## src/rtl/bsram_reader.sv

```systemverilog
// Purpose: streams length bytes from a 2-cycle-latency SDPB block RAM port B, starting at start_addr.
// Latency: start sampled in cycle s -> first read in s+1, first m_valid in s+4; then one byte/cycle.
// Backpressure: reads are throttled so FIFO occupancy plus reads in flight never exceeds FIFO_DEPTH.
module bsram_reader #(
    parameter int ADDR_W     = 13,
    parameter int DATA_W     = 8,
    parameter int FIFO_DEPTH = 4
) (
    input  logic              clk,
    input  logic              rst_n,
    input  logic              start,
    input  logic [ADDR_W-1:0] start_addr,
    input  logic [ADDR_W:0]   length,
    output logic              busy,
    output logic              done,
    output logic [ADDR_W-1:0] ram_adb,
    output logic              ram_ceb,
    output logic              ram_oce,
    input  logic [DATA_W-1:0] ram_dout,
    output logic [DATA_W-1:0] m_data,
    output logic              m_valid,
    input  logic              m_ready
);
    localparam int PTR_W = $clog2(FIFO_DEPTH);
    localparam int CNT_W = PTR_W + 1;

    typedef enum logic [1:0] {
        S_IDLE,
        S_ISSUE,
        S_DRAIN
    } state_t;

    state_t              state_q;
    logic [ADDR_W-1:0]   addr_q;
    logic [ADDR_W-1:0]   adb_q;
    logic [ADDR_W:0]     remain_q;
    logic [1:0]          infl_q;
    logic                zero_done_q;
    logic [DATA_W-1:0]   fifo_q [FIFO_DEPTH];
    logic [PTR_W-1:0]    wr_ptr_q;
    logic [PTR_W-1:0]    rd_ptr_q;
    logic [CNT_W-1:0]    count_q;

    logic [CNT_W-1:0]    inflight;
    logic [CNT_W:0]      occupancy;
    logic                issue;
    logic                push;
    logic                pop;
    logic                last_pop;

    assign inflight  = CNT_W'(infl_q[0]) + CNT_W'(infl_q[1]);
    assign occupancy = {1'b0, count_q} + {1'b0, inflight};
    // Count reads still in the RAM pipe as occupied slots so captured data always has room.
    assign issue     = (state_q == S_ISSUE) && (occupancy < (CNT_W+1)'(FIFO_DEPTH));

    assign push      = infl_q[1];
    assign m_valid   = (count_q != '0);
    assign m_data    = fifo_q[rd_ptr_q];
    assign pop       = m_valid && m_ready;
    assign last_pop  = (state_q == S_DRAIN) && (inflight == '0) &&
                       (count_q == CNT_W'(1)) && pop;

    assign busy      = (state_q != S_IDLE);
    assign done      = last_pop || zero_done_q;
    assign ram_ceb   = issue;
    assign ram_adb   = issue ? addr_q : adb_q;
    assign ram_oce   = busy;

    always_ff @(posedge clk or negedge rst_n) begin
        if (!rst_n) begin
            state_q     <= S_IDLE;
            addr_q      <= '0;
            adb_q       <= '0;
            remain_q    <= '0;
            infl_q      <= '0;
            zero_done_q <= 1'b0;
            wr_ptr_q    <= '0;
            rd_ptr_q    <= '0;
            count_q     <= '0;
            for (int i = 0; i < FIFO_DEPTH; i++) begin
                fifo_q[i] <= '0;
            end
        end else begin
            zero_done_q <= 1'b0;
            infl_q      <= {infl_q[0], issue};

            if (issue) begin
                adb_q    <= addr_q;
                addr_q   <= addr_q + 1'b1;
                remain_q <= remain_q - 1'b1;
            end

            case (state_q)
                S_IDLE: begin
                    if (start) begin
                        if (length != '0) begin
                            addr_q   <= start_addr;
                            remain_q <= length;
                            state_q  <= S_ISSUE;
                        end else begin
                            zero_done_q <= 1'b1;
                        end
                    end
                end
                S_ISSUE: begin
                    if (issue && (remain_q == (ADDR_W+1)'(1))) begin
                        state_q <= S_DRAIN;
                    end
                end
                S_DRAIN: begin
                    if (last_pop) begin
                        state_q <= S_IDLE;
                    end
                end
                default: state_q <= S_IDLE;
            endcase

            if (push) begin
                fifo_q[wr_ptr_q] <= ram_dout;
                wr_ptr_q         <= wr_ptr_q + 1'b1;
            end
            if (pop) begin
                rd_ptr_q <= rd_ptr_q + 1'b1;
            end
            case ({push, pop})
                2'b10:   count_q <= count_q + 1'b1;
                2'b01:   count_q <= count_q - 1'b1;
                default: count_q <= count_q;
            endcase
        end
    end
endmodule

```

## config.mk

```make
export PLATFORM = sky130hd
export DESIGN_NAME = bsram_reader
export DESIGN_NICKNAME = d
export VERILOG_FILES = /design/src/rtl/bsram_reader.sv
export SDC_FILE = /design/constraint.sdc
export NUM_CORES = 1
export LEC_CHECK = 0
export CORE_ASPECT_RATIO = 1.25
export CORE_MARGIN = 4
export CORE_UTILIZATION = 45
export CTS_BUF_LIST = sky130_fd_sc_hd__clkbuf_8
export CTS_CLUSTER_DIAMETER = 100
export DETAILED_ROUTE_END_ITERATION = 6
export PLACE_DENSITY = 0.71
export RECOVER_POWER = 100
export SLEW_MARGIN = 10
export SYNTH_ARGS = -nofsm -noshare
export SYNTH_HDL_FRONTEND = slang
export SYNTH_SLANG_ARGS = --single-unit
```

## constraint.sdc

```tcl
create_clock -name clk -period 2.75 [get_ports clk]
set_clock_uncertainty 0.1 [all_clocks]
set_input_delay 0.55 -clock clk [delete_from_list [all_inputs] [get_ports clk]]
set_output_delay 0.55 -clock clk [all_outputs]
set_load 0.01 [all_outputs]
```

# Word level (Yosys, flattened, before mapping)
# Index checks and enable logic that the tools add are counted.
# totals
register_bits,84
inputBits,39
out_inout_bits,26
wordCells,76
# op_classes
n_addsub,8
magnitude_cmp,4
n_eq_ne,10
n_mux,24
n_bitwise,2
n_reduce_logical,15
# ops
op,n
$mux 13,5
$mux 14,4
$bwmux 32,1
$mux 8,3
$bmux 8 s2,1
$demux 8 s2,1
$eq 14x1->1 const B,1
$reduce_bool 14->1,1
$sub 14x1->14 const B,1
$add 13x1->13 const B,1
$mux 2,4
$logic_and 1x1->1,7
$ge 3x3->1 const B,2
$ne 2x2->1 const B,3
$not 2->3,2
$pmux 2 s3,1
$pmux 3 s2,1
$add 2x1->2 const B,2
$add 3x2->4,1
$eq 2x1->1 const B,2
$eq 2x2->1 const B,2
$lt 4x3->1 const B,1
$reduce_and 4->1,1
$reduce_bool 2->1,2
11 further kinds,13

# Logic depth before layout (Yosys ltp)
# Gate-level depths: netlist of run 1.
# depth
word_depth,8
ltp_mapped,9
mapped_depth_nobuf,8

# Worst setup path after synthesis of run 1
# No wires, ideal clock.
# synth_timing
path_kind,register -> output
start,register infl_q[1]
end,output ram_adb[2]
t_arrival_ps,2119
t_required_ps,2100
slack_ps,-19
path_stages_with_launch,10
path_buffers,2
path_cell_list,dfrtp_1 -> clkbuf_1 -> inv_1 -> ha_1 -> a311oi_4 -> nand2_1 -> inv_2 -> buf_2 -> nand2_1 -> nand2_1
# synth_via
elab_chain_len,5
# synth_rtl
item,line,rtl
start: declaration,37,logic [1:0] infl_q;
start signal: assignment,85,"infl_q <= {infl_q[0], issue};"
$add 1x1->2,51,assign inflight = CNT_W'(infl_q[0]) + CNT_W'(infl_q[1]);
$add 3x2->4,52,"assign occupancy = {1'b0, count_q} + {1'b0, inflight};"
$lt 4x3->1,54,assign issue = (state_q == S_ISSUE) && (occupancy < (CNT_W+1)'(FIFO_DEPTH));
$logic_and 1x1->1,54,
net ram_ceb,17,"output logic ram_ceb,"
$mux 13,-,
end: declaration,16,"output logic [ADDR_W-1:0] ram_adb,"
# The timed path passes the listed nets, and every way through them passes these cells.

# Final worst setup path of run 1
# layout_timing
start,register infl_q[1]
end,output ram_adb[8]
# layout_via
elab_chain_len,5
# layout_rtl
item,line
$add 1x1->2,51
$add 3x2->4,52
$lt 4x3->1,54
$logic_and 1x1->1,54
$mux 13,-
# Every way passes these cells.

==> results.txt, run 1 <==
Setup Slack @ Placement -> -104 ps
TritonCTS sink count -> 84
Status -> finished, violations left
Final HPWL DP -> 6640 um
Critical Path Fanout Max -> 8
Total routed wirelength -> 9540 um
Placer's final routability congestion estimate -> 0.847
Core occupancy in the finished layout -> 62.2%
Floorplan row count -> 38
1st-iter DRT viols -> 134
Final cycle utilization of the critical path -> 99.0%
Yosys warnings -> 0
Core ar. -> 8840 sq um
Max Buffers Root-to-Sink -> 2
Violated checks -> max-capacitance violations, max-slew violations
Initial cell density of the core -> 46.8%
Non-Filler Instances -> 591
Via count -> 3,206
Number of instances in the synthesized netlist -> 372
Endpoints failing hold -> 0
Design Area, Final -> 5500 sq um
Signal arrival time at the worst endpoint -> 2070 ps
First-pass GRT wire length -> 16,100 um
MaxCap Viol Count -> 1
Remaining global-route overflow -> 0
Peak clock frequency supported by timing -> 367 MHz
Final critical-path required period -> 2720 ps
Number of nets in the finished design -> 520
CP Class -> flip-flop to output pin
CTS tree -> built
Port bufs -> 64
Library cell with the largest summed area after synthesis -> sky130_fd_sc_hd__dfrtp_1
Register area share after synthesis -> 50.7%
Layout cell share with drive strength beyond 1 -> 28.5%
Areal power density over the cells -> 1290 nW/um^2
Area fraction of the dominant cell type after synthesis -> 50.7%
Leakage power total -> 2.32 nW
Number of global-route vias before repair -> 3,328
Layout area overhead -> 32.8%
Setup repair after global routing missed its margin -> yes
ANT cells -> 0
Actual transition at the worst max-transition pin -> 1890 ps
Dominant synthesized flop cell -> sky130_fd_sc_hd__dfrtp_1
Maximum level of the CTS H-tree -> 3
Combined area of all synthesized cells -> 4140 sq um
FF+latch count, synth -> 84
Commonest non-fill, non-tap cell in the layout -> sky130_fd_sc_hd__dfrtp_1
Wirelength per Cell -> 16.1 um
Number of cells traversed by the worst hold path -> 0
Worst ir drop on vdd -> 727 uV
Initial antenna violation count -> 0
Average cell area after synthesis -> 11.1 sq um
Proportion of synthesized flip-flops having asynchronous set or reset -> 100%
DP Cell Count -> 559
Clock slew seen by the registers of the worst setup and hold paths -> 90 ps
Setup violators final -> 0
Leading post-synthesis cells by cell area -> sky130_fd_sc_hd__dfrtp_1 (51%), sky130_fd_sc_hd__mux2_2 (8.7%), sky130_fd_sc_hd__nand2_1 (6.4%), sky130_fd_sc_hd__ha_1 (4.5%), sky130_fd_sc_hd__mux4_2 (4.3%)
Antenna viol nets, final -> 0
TritonCTS buffer count -> 9
Length in cells of the worst reg-to-reg path -> 15
Placed standard-cell area -> 5020 sq um
Kind of start point of the critical path -> flip-flop
Syn Nets -> 426
Iteration count of the initial detailed-routing pass -> 4
Die area -> 10,800 sq um
Distinct cell type count after synthesis -> 52
Total Routing Usage GR -> 19.1%
Number of synthesized flops with an enable pin -> 0
Final slew viol count -> 34
Worst-skew pair later-pin latency -> 360 ps
Maximum number of pins on one net before global-route repair -> 52
Path class of the lowest-slack min-delay path -> flip-flop to flip-flop
Worst rel slew slack -> -25.8%
Highest-count cells in the layout ignoring fill and taps -> sky130_fd_sc_hd__dfrtp_1 (83), sky130_fd_sc_hd__nand2_1 (51), sky130_fd_sc_hd__clkdlybuf4s50_1 (48), sky130_fd_sc_hd__mux2_2 (32)
Post-DR vias/cell -> 5.42
Worst path setup slack after routing -> 27.0 ps
DRC errors left -> 0
Root cell of the clock tree -> sky130_fd_sc_hd__clkbuf_8
Die Ht -> 115 um
Worst endpoint required time -> 2100 ps
Endpoint class of the critical path -> output pin
Width of the chip -> 93.8 um
Top-Level Pins -> 65
Setup TNS after final layout -> 0 ps
-- flip-flops by register name, summed over array words and instances (netlist names) --
signal	count
rd_ptr_q	2
state_q	2
count_q	3
adb_q	13
fifo_q	32
remain_q	14
wr_ptr_q	2
addr_q	13
infl_q	2
zero_done_q	1
-- timing repair --
action	in CTS	in global routing
setup endpoints to repair	15	15
pin swaps	10	3
gates cloned	1	0
hold endpoints to repair	0	0
resized for setup	82	18
buffers inserted	12	3
hold buffers	0	0
-- power by group --
group / switching [mW] / total [mW] / leakage (nW) / internal, mW
combinational: 1.64 / 3.72 / 1.22 / 2.08
clock: 0.459 / 0.996 / 0.118 / 0.537
sequential: 0.511 / 2.37 / 0.983 / 1.86
-- final cells by class --
class	count	area, sq um
Fill cell	745	3340
Sequential cell	84	2100
Multi-Input combinational cell	267	2080
Timing Repair Buffer	94	908
Tap cell	120	150
Clock buffer	10	138
Clock inverter	6	86.3
Inverter	10	40.0
-- stage by stage --
| stage | total power [mW] | hold WS, ps |
|---|---|---|
| 4_1_cts | 6.89 | 42.9 |
| 6_report | 7.09 | 327 |
| 3_3_place_gp | 5.41 | 285 |
| 2_1_floorplan | 4.12 | 154 |
| 3_5_place_dp | 5.52 | 310 |
| 5_1_grt | 7.62 | 345 |
-- routing by layer --
layer	share of wire (%)	GRT usage, %	wire [um]	vias up
met5	0	0	0	-
met4	1.9	7.13	177	0
li1	-	-	-	1520
met1	43	23.8	4090	1591
met3	4.2	4.06	404	17
met2	51	32.7	4870	78
-- synth_stat cells, types with 6 or more instances --
cell	instances
sky130_fd_sc_hd__xor2_1	8
sky130_fd_sc_hd__nand3_1	7
sky130_fd_sc_hd__or4_1	6
sky130_fd_sc_hd__nor2_1	17
sky130_fd_sc_hd__mux2_2	32
sky130_fd_sc_hd__dfrtp_1	84
sky130_fd_sc_hd__ha_1	15
sky130_fd_sc_hd__inv_1	9
sky130_fd_sc_hd__nor3_1	6
sky130_fd_sc_hd__nand2_1	71
sky130_fd_sc_hd__o21ai_0	23
sky130_fd_sc_hd__mux4_2	8
sky130_fd_sc_hd__clkbuf_1	6
sky130_fd_sc_hd__xnor2_1	9
sky130_fd_sc_hd__or3_1	8
sky130_fd_sc_hd__a31oi_1	12
-- final timing paths --
kind,startpoint,endpoint,slack (ps)
worst max-delay path,infl_q[1]$_DFF_PN0_,ram_adb[8],30
worst min-delay path,infl_q[0]$_DFF_PN0_,infl_q[1]$_DFF_PN0_,330
worst max register to register,infl_q[1]$_DFF_PN0_,adb_q[8]$_DFF_PN0_,90
worst min register to register,infl_q[0]$_DFF_PN0_,infl_q[1]$_DFF_PN0_,330
max in group asynchronous,rst_n,wr_ptr_q[1]$_DFFE_PN0P_,860
min in group asynchronous,rst_n,fifo_q[30]$_DFFE_PN0P_,610
-- worst max-delay path: stages (launching register included) --
cell and delay [ps]:
sky130_fd_sc_hd__dfrtp_1 410, sky130_fd_sc_hd__ha_2 210, sky130_fd_sc_hd__ha_4 220, sky130_fd_sc_hd__a311oi_4 230, sky130_fd_sc_hd__nand2_2 120, sky130_fd_sc_hd__inv_4 110, sky130_fd_sc_hd__buf_12 160, sky130_fd_sc_hd__nand2_2 60
sky130_fd_sc_hd__nand2_2 80, sky130_fd_sc_hd__buf_6 100
-- kinds of logic (layout without fill, tap and decap cells) --
| logic type | Yosys count | count (layout) | synth area share [%] |
|---|---|---|---|
| compound gates | 49 | 49 | 8.18 |
| mux | 41 | 41 | 13.3 |
| xor+xnor | 17 | 17 | 3.59 |
| simple gates | 145 | 145 | 17.4 |
| flops | 84 | 84 | 50.7 |
| fa+ha+maj | 15 | 15 | 4.53 |
| buf+inv | 21 | 120 | 2.23 |
No activity file was read; power rests on OpenSTA's default activity.
==> inputs of run 2 (changes only) <==
--- a/config.mk
+++ b/config.mk
@@ -5,6 +5,7 @@
 export SDC_FILE = /design/constraint.sdc
 export NUM_CORES = 1
 export LEC_CHECK = 0
+export CAP_MARGIN = 15
 export CORE_ASPECT_RATIO = 1.25
 export CORE_MARGIN = 4
 export CORE_UTILIZATION = 45
==> results of run 2 <==
No change in the layout: final DEF, timing and power equal those of run 1.
